### src/rtl/uart_pkg.sv
// uart_pkg: shared UART framing types and constants.
// FSM state encoding, 8N1 frame constants, bit-period helper.
package uart_pkg;

  typedef enum logic [1:0] {
    ST_IDLE  = 2'd0,
    ST_START = 2'd1,
    ST_DATA  = 2'd2,
    ST_STOP  = 2'd3
  } uart_state_e;

  localparam int   DATA_BITS = 8;
  localparam logic START_LVL = 1'b0;
  localparam logic STOP_LVL  = 1'b1;

  // A programmed period of zero runs at one clock per bit.
  function automatic logic [15:0] fix_period(
    input logic [15:0] p
  );
    return (p == 16'd0) ? 16'd1 : p;
  endfunction

endpackage

### src/rtl/uart_tx_prog_if.sv
// uart_tx_prog_if: host-side bundle of the UART transmitter.
// master = host (period, write strobe, byte); slave = transmitter.
interface uart_tx_prog_if #(
  parameter int FIFO_DEPTH = 4
);
  localparam int CW = $clog2(FIFO_DEPTH) + 1;

  logic [15:0]   CLKS_PER_BIT;
  logic          i_Tx_DV;
  logic [7:0]    i_Tx_Byte;
  logic          o_Tx_Ready;
  logic          o_Tx_Serial;
  logic          o_Tx_Active;
  logic          o_Tx_Done;
  logic [CW-1:0] o_Fifo_Count;

  modport master (
    output CLKS_PER_BIT,
    output i_Tx_DV,
    output i_Tx_Byte,
    input  o_Tx_Ready,
    input  o_Tx_Serial,
    input  o_Tx_Active,
    input  o_Tx_Done,
    input  o_Fifo_Count
  );

  modport slave (
    input  CLKS_PER_BIT,
    input  i_Tx_DV,
    input  i_Tx_Byte,
    output o_Tx_Ready,
    output o_Tx_Serial,
    output o_Tx_Active,
    output o_Tx_Done,
    output o_Fifo_Count
  );

endinterface

### src/rtl/uart_tx_fifo.sv
// uart_tx_fifo: synchronous FIFO, power-of-two DEPTH, sync reset.
// wr_en/wr_data push, rd_en pops, rd_data shows head; full/empty/count.
module uart_tx_fifo #(
  parameter int WIDTH = 8,
  parameter int DEPTH = 4
) (
  input  logic                   i_Clock,
  input  logic                   rst_i,
  input  logic                   wr_en,
  input  logic [WIDTH-1:0]       wr_data,
  input  logic                   rd_en,
  output logic [WIDTH-1:0]       rd_data,
  output logic                   full,
  output logic                   empty,
  output logic [$clog2(DEPTH):0] count
);
  localparam int AW = $clog2(DEPTH);

  logic [WIDTH-1:0] mem [DEPTH];
  logic [AW-1:0]    wr_ptr;
  logic [AW-1:0]    rd_ptr;
  logic             do_wr;
  logic             do_rd;

  assign full    = (count == (AW+1)'(DEPTH));
  assign empty   = (count == '0);
  assign do_wr   = wr_en && !full;
  assign do_rd   = rd_en && !empty;
  assign rd_data = mem[rd_ptr];

  always_ff @(posedge i_Clock) begin
    if (rst_i) begin
      wr_ptr <= '0;
      rd_ptr <= '0;
      count  <= '0;
    end else begin
      if (do_wr) begin
        mem[wr_ptr] <= wr_data;
        wr_ptr      <= wr_ptr + 1'b1;
      end
      if (do_rd)
        rd_ptr <= rd_ptr + 1'b1;
      if (do_wr && !do_rd)
        count <= count + 1'b1;
      else if (!do_wr && do_rd)
        count <= count - 1'b1;
    end
  end

endmodule

### src/rtl/uart_tx_prog.sv
// uart_tx_prog: 8N1 UART transmitter, run-time bit period, input FIFO.
// Ports: i_Clock, rst_i (sync, active-high), bus (slave modport).
module uart_tx_prog #(
  parameter int FIFO_DEPTH = 4
) (
  input logic           i_Clock,
  input logic           rst_i,
  uart_tx_prog_if.slave bus
);
  import uart_pkg::*;

  localparam int CW = $clog2(FIFO_DEPTH) + 1;

  uart_state_e state;
  logic [15:0] period;
  logic [15:0] clk_cnt;
  logic [2:0]  bit_idx;
  logic [7:0]  shift;
  logic        tx_serial;
  logic        tx_active;
  logic        tx_done;

  logic [7:0]    fifo_data;
  logic          fifo_full;
  logic          fifo_empty;
  logic [CW-1:0] fifo_count;
  logic          bit_end;
  logic          pop;

  assign bit_end = (clk_cnt == period - 16'd1);

  // Pop either from idle or on the last stop-bit cycle,
  // so queued frames follow each other with no gap.
  assign pop = !fifo_empty &&
               ((state == ST_IDLE) ||
                (state == ST_STOP && bit_end));

  uart_tx_fifo #(
    .WIDTH(8),
    .DEPTH(FIFO_DEPTH)
  ) u_fifo (
    .i_Clock(i_Clock),
    .rst_i  (rst_i),
    .wr_en  (bus.i_Tx_DV && !fifo_full),
    .wr_data(bus.i_Tx_Byte),
    .rd_en  (pop),
    .rd_data(fifo_data),
    .full   (fifo_full),
    .empty  (fifo_empty),
    .count  (fifo_count)
  );

  assign bus.o_Tx_Ready   = !fifo_full;
  assign bus.o_Fifo_Count = fifo_count;
  assign bus.o_Tx_Serial  = tx_serial;
  assign bus.o_Tx_Active  = tx_active;
  assign bus.o_Tx_Done    = tx_done;

  always_ff @(posedge i_Clock) begin
    if (rst_i) begin
      state     <= ST_IDLE;
      period    <= 16'd1;
      clk_cnt   <= '0;
      bit_idx   <= '0;
      shift     <= '0;
      tx_serial <= STOP_LVL;
      tx_active <= 1'b0;
      tx_done   <= 1'b0;
    end else begin
      tx_done <= 1'b0;
      unique case (state)
        ST_IDLE: begin
          tx_serial <= STOP_LVL;
          tx_active <= 1'b0;
          if (pop) begin
            shift     <= fifo_data;
            period    <= fix_period(bus.CLKS_PER_BIT);
            clk_cnt   <= '0;
            bit_idx   <= '0;
            tx_serial <= START_LVL;
            tx_active <= 1'b1;
            state     <= ST_START;
          end
        end
        ST_START: begin
          if (bit_end) begin
            clk_cnt   <= '0;
            bit_idx   <= '0;
            tx_serial <= shift[0];
            state     <= ST_DATA;
          end else begin
            clk_cnt <= clk_cnt + 16'd1;
          end
        end
        ST_DATA: begin
          if (bit_end) begin
            clk_cnt <= '0;
            if (bit_idx == 3'(DATA_BITS - 1)) begin
              tx_serial <= STOP_LVL;
              state     <= ST_STOP;
            end else begin
              bit_idx   <= bit_idx + 3'd1;
              tx_serial <= shift[bit_idx + 3'd1];
            end
          end else begin
            clk_cnt <= clk_cnt + 16'd1;
          end
        end
        ST_STOP: begin
          if (bit_end) begin
            clk_cnt <= '0;
            tx_done <= 1'b1;
            if (pop) begin
              shift     <= fifo_data;
              period    <= fix_period(bus.CLKS_PER_BIT);
              bit_idx   <= '0;
              tx_serial <= START_LVL;
              state     <= ST_START;
            end else begin
              tx_active <= 1'b0;
              state     <= ST_IDLE;
            end
          end else begin
            clk_cnt <= clk_cnt + 16'd1;
          end
        end
        default: state <= ST_IDLE;
      endcase
    end
  end

endmodule

### src/flat_wrapper.sv
// flat-port wrapper written by rule: the top's interface ports become plain ports
module uart_tx_prog_flat import uart_pkg::*;
#(
  parameter int FIFO_DEPTH = 4
)
  (i_Clock, rst_i, bus_CLKS_PER_BIT, bus_i_Tx_DV, bus_i_Tx_Byte, bus_o_Tx_Ready, bus_o_Tx_Serial, bus_o_Tx_Active, bus_o_Tx_Done, bus_o_Fifo_Count);
  uart_tx_prog_if #(.FIFO_DEPTH(FIFO_DEPTH)) bus_i ();
  input logic i_Clock;
  input logic rst_i;
  input wire logic [$bits(bus_i.CLKS_PER_BIT)-1:0] bus_CLKS_PER_BIT;
  input wire logic [$bits(bus_i.i_Tx_DV)-1:0] bus_i_Tx_DV;
  input wire logic [$bits(bus_i.i_Tx_Byte)-1:0] bus_i_Tx_Byte;
  output wire logic [$bits(bus_i.o_Tx_Ready)-1:0] bus_o_Tx_Ready;
  output wire logic [$bits(bus_i.o_Tx_Serial)-1:0] bus_o_Tx_Serial;
  output wire logic [$bits(bus_i.o_Tx_Active)-1:0] bus_o_Tx_Active;
  output wire logic [$bits(bus_i.o_Tx_Done)-1:0] bus_o_Tx_Done;
  output wire logic [$bits(bus_i.o_Fifo_Count)-1:0] bus_o_Fifo_Count;
  assign bus_i.CLKS_PER_BIT = bus_CLKS_PER_BIT;
  assign bus_i.i_Tx_DV = bus_i_Tx_DV;
  assign bus_i.i_Tx_Byte = bus_i_Tx_Byte;
  assign bus_o_Tx_Ready = bus_i.o_Tx_Ready;
  assign bus_o_Tx_Serial = bus_i.o_Tx_Serial;
  assign bus_o_Tx_Active = bus_i.o_Tx_Active;
  assign bus_o_Tx_Done = bus_i.o_Tx_Done;
  assign bus_o_Fifo_Count = bus_i.o_Fifo_Count;
  uart_tx_prog #(.FIFO_DEPTH(FIFO_DEPTH)) u_core (.i_Clock(i_Clock), .rst_i(rst_i), .bus(bus_i));
endmodule
### config.mk
export PLATFORM = sky130hd
export DESIGN_NAME = uart_tx_prog_flat
export DESIGN_NICKNAME = d
export VERILOG_FILES = /design/src/rtl/uart_pkg.sv /design/src/rtl/uart_tx_prog_if.sv /design/src/rtl/uart_tx_fifo.sv /design/src/rtl/uart_tx_prog.sv /design/src/flat_wrapper.sv
export SDC_FILE = /design/constraint.sdc
export NUM_CORES = 1
export LEC_CHECK = 0
export ABC_AREA = 0
export CORE_UTILIZATION = 55
export CTS_CLUSTER_DIAMETER = 80
export CTS_CLUSTER_SIZE = 30
export DETAILED_ROUTE_END_ITERATION = 16
export PLACE_DENSITY = 0.85
export SKIP_CTS_REPAIR_TIMING = 1
export SYNTH_ARGS = -nofsm -noshare
export SYNTH_HDL_FRONTEND = slang
export SYNTH_SLANG_ARGS = --single-unit
### constraint.sdc
create_clock -name i_Clock -period 6.05 [get_ports i_Clock]
set_input_delay 1.815 -clock i_Clock [delete_from_list [all_inputs] [get_ports i_Clock]]
set_output_delay 1.815 -clock i_Clock [all_outputs]
set_load 0.01 [all_outputs]
* Yosys cells after proc, flatten, opt, wreduce, memory -nomap -nowiden
Memories as Yosys holds them, arrays and structs flattened. A register that Yosys moved wholly into a read port is not among the register bits.
Index checks and enable logic that the tools add are counted.
** Operators by class
- Reduce and logical (&&, ||, !) cells :: 24
- Bitwise operators :: 1
- $add $sub $neg :: 7
- Mux-type cells :: 44
- Order comparisons :: 1
- Equal/unequal tests :: 14
** Operators with widths (number)
- 2-to-1 mux 16 bit :: 5
- one-hot mux 16 bit (2 select lines) :: 2
- 2-to-1 mux 3 bit :: 7
- adder 16 x 1 -> 16 bit (second input constant) :: 1
- == test 16 bit :: 1
- zero test 16 bit :: 1
- 2-to-1 mux 8 bit :: 2
- one-hot mux 8 bit (2 select lines) :: 1
- subtractor 16 x 1 -> 16 bit (second input constant) :: 1
- 2-to-1 mux 1 bit :: 15
- 2-to-1 mux 2 bit :: 7
- one-hot mux 3 bit (4 select lines) :: 1
- inequality test 2 x 1 -> 1 bit (second input constant) :: 4
- inequality test 2 bit (second input constant) :: 4
- one-hot mux 2 bit (4 select lines) :: 1
- AND reduction 4 bit :: 2
- logical AND 1 bit :: 7
- adder 3 x 1 -> 3 bit (second input constant) :: 2
- == test 3 bit (second input constant) :: 2
- AND reduction 5 bit :: 1
- adder 2 x 1 -> 2 bit (second input constant) :: 2
- == test 2 bit (second input constant) :: 2
- zero test 1 bit :: 4
- less-than comparator 3 x 4 -> 1 bit (second input constant) :: 1
- other kinds (14) :: 15
** Storage, ports and cells
- Logic and storage cells :: 103
- Memory bits (writable) :: 32
- Bits of input ports :: 27
- Output and inout port bits :: 7
- Memories :: 1
- Flip-flop bits (word level) :: 55
** Memories
- u_core.u_fifo.mem :: words 4, width 8, read ports 1, clocked after Yosys merged registers in 1, wr ports 1, line uart_tx_fifo.sv:19 : logic [WIDTH-1:0] mem [DEPTH];

* Depth between registers and ports, before layout
Gate-level depths: netlist of run 1.
- Word-level depth :: 9
- Gate-level depth with buffers :: 16
- Mapped depth without buffers :: 15

* Hierarchy
Synthesis of run 1 repeated with hierarchy kept, for this count alone.
** Second synthesis, totals
- Cell total of the unflattened synthesis :: 456
- Area total of the unflattened synthesis :: 4660.7 µm²
** By module, submodules not included
- uart_tx_prog :: instances 1, area each 3015.4 µm², cells each 365
- uart_tx_fifo :: instances 1, area each 1645.3 µm², cells each 91

* Worst setup path before layout of run 1
No wires, ideal clock.
- Path kind :: register -> register
- Start point :: register u_core.period[0]
- End point :: register u_core.u_fifo.count[2]
- Stages on the path, launching flop included :: 17
- Path slack :: 2.366 ns
- Library setup time :: 0.070 ns
- Clock period less this slack :: 3.684 ns
- Arrival :: 3.614 ns
- Buffers on the path :: 1
- Path through :: dfxtp_1 -> inv_1 -> ha_1 -> or4b_1 -> buf_2 -> or4_4 -> a31oi_4 -> a21oi_2 -> and4b_4 -> a21oi_1 -> or2_2 -> ha_1 -> inv_1 -> fa_1 -> xor2_1 -> or3_1 -> a21oi_1
** On the way
- Cells in the longest elaborated chain, start to end :: 9
** Ends and longest elaborated chain
- start, declared :: line uart_tx_prog.sv:15 : logic [15:0] period;
- start signal, assigned :: line uart_tx_prog.sv:77 : period <= fix_period(bus.CLKS_PER_BIT);
- start signal, assigned :: line uart_tx_prog.sv:115 : period <= fix_period(bus.CLKS_PER_BIT);
- subtractor 16 x 1 -> 16 bit (*) :: line uart_tx_prog.sv:30 : assign bit_end = (clk_cnt == period - 16'd1);
- == test 16 bit (*) :: line uart_tx_prog.sv:30
- logical AND 1 bit (*) :: line uart_tx_prog.sv:36 : (state == ST_STOP && bit_end));
- logical OR 1 bit (*) :: line uart_tx_prog.sv:35 : ((state == ST_IDLE) ||
- logical AND 1 bit (*) :: line uart_tx_prog.sv:34 : assign pop = !fifo_empty &&
- logical AND 1 bit (*) :: line uart_tx_fifo.sv:28 : assign do_rd = rd_en && !empty;
- zero test 1 bit :: line uart_tx_fifo.sv:43 : if (do_wr && !do_rd)
- logical AND 1 bit :: line uart_tx_fifo.sv:43
- 2-to-1 mux 3 bit / nonzero test 2 bit (equally long branches)
- end signal, assigned :: line uart_tx_fifo.sv:44 : count <= count + 1'b1;
- end signal, assigned :: line uart_tx_fifo.sv:46 : count <= count - 1'b1;
- end, declared :: line uart_tx_fifo.sv:15 : output logic [$clog2(DEPTH):0] count
Mark *: on every way between the ends. The rest lies on a longest branch, timed or not.
A chain may end at the register's enable or synchronous reset.

* Final worst setup path of run 1
Same ends and word-level chain as after synthesis.

==> results of run 1 <==
-- power by group through the flow --
| stage | combinational, uW | sequential (uW) | clock (uW) |
|---|---|---|---|
| final | 1080 | 871 | 403 |
| after global routing | 1190 | 890 | 437 |
| after CTS | 1070 | 871 | 414 |
| after detailed placement | 1060 | 884 | 0 |
| after global placement | 1030 | 877 | 0 |
| after floorplan | 889 | 825 | 0 |
-- logic make-up after synthesis --
logic type | share of synthesized area [%]
simple gates | 19.7
compound gates | 17.1
flops | 44.8
buf+inv | 4.13
xor+xnor | 4.67
fa+ha+maj | 4.16
mux | 5.47
-- cell usage in the layout, fill, tap and decap left out, types with 12 or more instances in the layout --
cell	instances
dfxtp_1	57
a21oi_1	39
o21ai_0	39
clkdlybuf4s50_1	33
edfxtp_1	32
nand3_1	31
nor2_1	22
xnor2_1	15
nand2_1	14
inv_1	14
ha_1	14
a21o_1	12
-- stage by stage --
| step | setup WS, ns | total power (uW) |
|---|---|---|
| 4_1_cts | 1.90 | 2350 |
| 3_5_place_dp | 1.91 | 1950 |
| 6_report | 1.87 | 2350 |
| 5_1_grt | 1.65 | 2520 |
| 2_1_floorplan | 2.37 | 1710 |
| 3_3_place_gp | 2.09 | 1910 |
-- final timing paths --
check	start	to	slack, ns	cells past startpoint
max	u_core.period[0]	u_core.u_fifo.count[2]	1.87	15
min	u_core.bus.o_Tx_Active	u_core.bus.o_Tx_Active	0.49	2
max reg2reg	u_core.period[0]	u_core.u_fifo.count[2]	1.87	15
min reg2reg	u_core.bus.o_Tx_Active	u_core.bus.o_Tx_Active	0.49	2
-- area by class of cell --
cell class	count	area [um^2]	area share, %
Timing Repair Buffer	36	353	6.74
Clock buffer	9	124	2.37
Inverter	14	52.6	1.00
Multi-Input combinational cell	332	2400	45.8
Clock inverter	7	76.3	1.46
Tap cell	105	131	2.51
Sequential cell	89	2100	40.2
-- sequential cells by signal (all words and copies together) (netlist names), named ones only --
name,count
u_core.shift,8
u_core.bus.o_Tx_Active,1
u_core.period,16
u_core.bit_idx,3
u_core.u_fifo.mem,32
u_core.u_fifo.wr_ptr,2
u_core.clk_cnt,16
u_core.u_fifo.rd_ptr,2
u_core.bus.o_Tx_Serial,1
u_core.u_fifo.count,3
u_core.state,2
u_core.bus.o_Tx_Done,1
-- per-layer routing --
layer / routed length, um / vias to the layer above / track usage [%]
met1: 4080 / 1743 / 25.9
met4: 182 / 0 / 9.74
li1: - / 1772 / -
met3: 339 / 15 / 4.43
met5: 0 / - / 0
met2: 4980 / 76 / 42.0
-- cell usage after synthesis, drive strengths merged (11+ instances only) --
cell / instances
dfxtp: 57
a21o: 12
nor4: 11
inv: 14
buf: 12
o21ai: 43
clkbuf: 17
xnor2: 15
edfxtp: 32
nand3: 31
nand2: 14
a21oi: 40
nor2: 22
ha: 14
-- worst register-to-register path, delay by kind of cell (launching register included) --
| family | cells | cell delay, ns |
|---|---|---|
| fa+ha+maj | 3 | 0.80 |
| flops | 1 | 0.36 |
| xor+xnor | 1 | 0.16 |
| simple gates | 4 | 1.54 |
| compound gates | 5 | 1.13 |
| buf+inv | 2 | 0.15 |
==> out/metrics.yaml, run 1 <==
period_share_pct: 69.1
htree_levels: 3
cts_tree: "done"
outcome: "complete, no violations"
power_frac_clock_pct: 17.2
arrival_ns: 4.49
start_kind: "register"
cpPeakStageDelay_ns: 0.78
die_y_um: 94.4
nNetsFinal: 524
grt_pass1_wl_um: 16000
pwr-share-seq_pct: 37.1
p_comb_share_pct: 45.8
clk_pin_slew_ns: 0.10
post-route-util_pct: 63.7
finalMaxSlewViolations: 0
ys_seq_area_share_pct: 44.8
drt-total-wl_um: 9580
syn_area_um2: 4690
p_per_area_nw_per_um2: 449
rsz0062_at_grt: "false"
clk_latency_ns: 0.37
yosysTopAreaCellShare_pct: 24.3
core_um2: 8220
antenna_found_initial: 0
crit_chain: "inv_1, ha_1, nor4b_1, a31oi_1, o32a_1, a21oi_1, and4b_4, a21oi_1, or2_2, ha_1, inv_1, fa_1, xor2_1, or3_1, a21oi_1"
drv_cap: 0
place_congestion: 0.873
ant_nets: 0
clkSinkCount: 89
yosys_register_bits: 89
gr-total-overflow: 0
setup_violations: 0
synthTopCellsByArea: "dfxtp_1 (24%), edfxtp_1 (20%), mux4_2 (4.8%), a21oi_1 (4.2%), o21ai_0 (4.2%)"
synth_cells: 464
place_area_um2: 5030
area_delta_synth_final_pct: 11.6
synth_nets: 506
final.setup.tns_ns: 0
dp_cells: 576
track_usage_pct: 23.0
whs_ns: 0.486
drive_above_1_share_pct: 10.7
via_per_inst: 6.09
p_int_uw: 1360
leakagePower_uw: 0.00190
wl_per_cell_um: 16.2
max_slew_margin_pct: 30.9
slowest_stage: "nor4b_1"
ios: 34
hpwl_um: 6880
postLayoutCellArea_um2: 5240
p_sw_uw: 994
insertedDiodeCount: 0
grt_max_degree: 51
worst-setup-path-type: "register to register"
initialDrtViolationCount: 177
syn_avg_cell_area_um2: 10.1
vias: 3606
yosys_most_used_dff: "dfxtp_1"
layout_min_cycle_time_ns: 4.18
ctsLongestPathBuffers: 2
postSynth.asyncResetShare_pct: 0
num_rows: 33
dieArea_um2: 8900
worstMarginPinSlew_ns: 1.03
final_cells: 592
grt_pass1_vias: 3549
hold_class: "register to register"
required_ns: 6.35
path_buf_inv: 2
synth_edf_count: 32
route.detailed.drc: 0
critical_path.max_fanout: 13
hold_viol: 0
crit_family: "simple AND/OR/NAND/NOR gates"
cpMostUsedCell: "a21oi_1"
cts_buffers: 9
worstSetupEndpointType: "register"
cts_root_buf: "clkbuf_8"
synthDistinctLibCells: 67
synth-warning-count: 0
max_freq_mhz: 239
io_buffers: 33
drtPass1Iterations: 5
finClkSkew_ns: 0.0159
yosys.area.top_type: "dfxtp_1"
initial_core_util_pct: 57.1
nFillCells: 638
switching_share_pct: 42.3
ir_worst_vdd_mv: 0.280
die_w_um: 94.4
Note: power is estimated with default switching activity, not from simulation.
==> run 2: changes to the inputs <==
==> constraint.sdc (replaced) <==
create_clock -name i_Clock -period 4.34 [get_ports i_Clock]
set_input_delay 1.302 -clock i_Clock [delete_from_list [all_inputs] [get_ports i_Clock]]
set_output_delay 1.302 -clock i_Clock [all_outputs]
set_load 0.01 [all_outputs]
==> out/metrics.yaml, run 2 (synthesized netlist as in run 1, its figures left out) <==
ant_nets: 0
max_slew_margin_pct: 36.9
crit_family: "simple AND/OR/NAND/NOR gates"
top_register: "u_core.u_fifo.mem"
crit_chain: "inv_1, ha_1, or4b_1, or4_4, a31oi_4, a21oi_2, and4b_4, a21oi_1, or2_2, ha_1, inv_1, fa_1, xor2_1, or3_1, a21oi_1"
die_w_um: 94.4
place_congestion: 0.853
pwr-share-seq_pct: 36.4
clkSinkCount: 89
required_ns: 4.63
gr-total-overflow: 0
wl_per_cell_um: 15.9
p_total_uw: 3320
r2r_cells: 15
rsz0062_at_grt: "false"
cpPeakStageDelay_ns: 0.59
outcome: "complete, no violations"
hold_path_end: "u_core.bus.o_Tx_Active"
finalWorstSetupSlack_ns: 0.270
cts_tree: "done"
p_comb_share_pct: 45.2
track_usage_pct: 22.9
final_common_cell: "dfxtp_1"
ctsLongestPathBuffers: 2
layout_min_cycle_time_ns: 4.07
rr_startpoint: "u_core.period[0]"
dp_cells: 578
r2r_slack_ns: 0.27
drt-total-wl_um: 9420
grt_pass1_wl_um: 16000
reg2reg_to: "u_core.u_fifo.count[2]"
core_um2: 8220
hold_class: "register to register"
setup_violations: 0
arrival_ns: 4.36
largest_reg_flops: 32
cp.depth: 15
critical_path.max_fanout: 13
power_frac_clock_pct: 18.4
path_buf_inv: 2
antenna_found_initial: 0
hold_viol: 0
cts_buffers: 9
ir_worst_vdd_mv: 0.429
largest_registers: "u_core.u_fifo.mem x32, u_core.clk_cnt x16, u_core.period x16"
finClkSkew_ns: 0.00925
initial_core_util_pct: 57.1
whs_ns: 0.484
initialDrtViolationCount: 180
hold_depth: 2
dpl_worst_slack_ns: 0.310
drtPass1Iterations: 4
seq_area_um2: 2100
switching_share_pct: 41.1
max_freq_mhz: 246
final_cell_mix: "dfxtp_1 (57), a21oi_1 (39), o21ai_0 (39)"
p_int_uw: 1960
final.setup.tns_ns: 0
worstMarginPinSlew_ns: 0.946
htree_levels: 3
vias: 3611
grt_pass1_vias: 3434
die_y_um: 94.4
via_per_inst: 6.08
hp-start: "u_core.bus.o_Tx_Active"
clk_pin_slew_ns: 0.09
grt_max_degree: 50
leakagePower_uw: 0.00192
cts_root_buf: "clkbuf_8"
p_per_area_nw_per_um2: 631
period_share_pct: 93.8
ios: 34
io_buffers: 33
worst-setup-path-type: "register to register"
slowest_stage: "or4b_1"
num_rows: 33
drive_above_1_share_pct: 11.0
dieArea_um2: 8900
nFillCells: 642
drv_cap: 0
worstSetupEndpointType: "register"
p_sw_uw: 1370
insertedDiodeCount: 0
start_kind: "register"
multi_input_area_um2: 2400
area_delta_synth_final_pct: 12.2
route.detailed.drc: 0
hpwl_um: 6770
clk_latency_ns: 0.36
nNetsFinal: 526
final_cells: 594
finalMaxSlewViolations: 0
-- run 2: changes by cell type in the layout (fill, tap and decap cells not counted), sizes merged --
cell / change
buf: +2
clkinv: -2
bufinv: +1
inv: +1
-- run 2: power by group through the flow --
stage                     combinational, uW  sequential [uW]  clock, uW
final                                  1500             1210        611
after global routing                   1670             1240        656
after detailed placement               1480             1230          0
after floorplan                        1240             1150          0
after CTS                              1490             1210        619
after global placement                 1430             1220          0
-- run 2: worst max path at each step --
stage,start,to,slack [ns]
2_1_floorplan,u_core.period[0],u_core.u_fifo.count[2],0.66
3_3_place_gp,u_core.period[0],u_core.u_fifo.count[2],0.45
3_5_place_dp,u_core.period[0],u_core.u_fifo.count[2],0.31
4_1_cts,u_core.period[0],u_core.u_fifo.count[2],0.28
5_1_grt,u_core.period[0],u_core.u_fifo.count[2],0.04
6_report,u_core.period[0],u_core.u_fifo.count[2],0.27
-- run 2: worst reg2reg max path: stages (launching register included) --
cell     delay, ns
dfxtp_1       0.36
inv_1         0.07
ha_1          0.25
or4b_1        0.59
or4_4         0.58
a31oi_4       0.20
a21oi_2       0.04
and4b_4       0.24
a21oi_1       0.30
or2_2         0.17
ha_1          0.17
inv_1         0.06
fa_1          0.39
xor2_1        0.16
or3_1         0.30
a21oi_1       0.14
-- run 2: layer usage --
layer,vias to the layer above,routed length (um),GRT usage (%)
met1,1769,4030,26.6
met4,0,92,4.49
met3,11,250,5.31
li1,1773,-,-
met5,-,0,0
met2,58,5050,42.9
-- run 2: layout make-up --
class	count	area share (%)
Sequential cell	89	39.9
Clock buffer	9	2.35
Timing Repair Buffer	38	6.99
Tap cell	105	2.50
Clock inverter	7	1.71
Inverter	14	0.998
Multi-Input combinational cell	332	45.5
-- run 2: through the flow --
step	instance area (um^2)	utilization (%)
finish	5260	64.1
global route	5260	64.1
CTS	5260	64.1
detailed placement	5050	61.5
global placement	5050	61.5
floorplan	4690	-
==> run 3: changes to the inputs <==
--- a/config.mk
+++ b/config.mk
@@ -11,6 +11,7 @@
 export CTS_CLUSTER_SIZE = 30
 export DETAILED_ROUTE_END_ITERATION = 16
 export PLACE_DENSITY = 0.85
+export SETUP_SLACK_MARGIN = 0.02
 export SKIP_CTS_REPAIR_TIMING = 1
 export SYNTH_ARGS = -nofsm -noshare
 export SYNTH_HDL_FRONTEND = slang
==> results of run 3 <==
No change in the layout: final DEF, timing and power equal those of run 2.
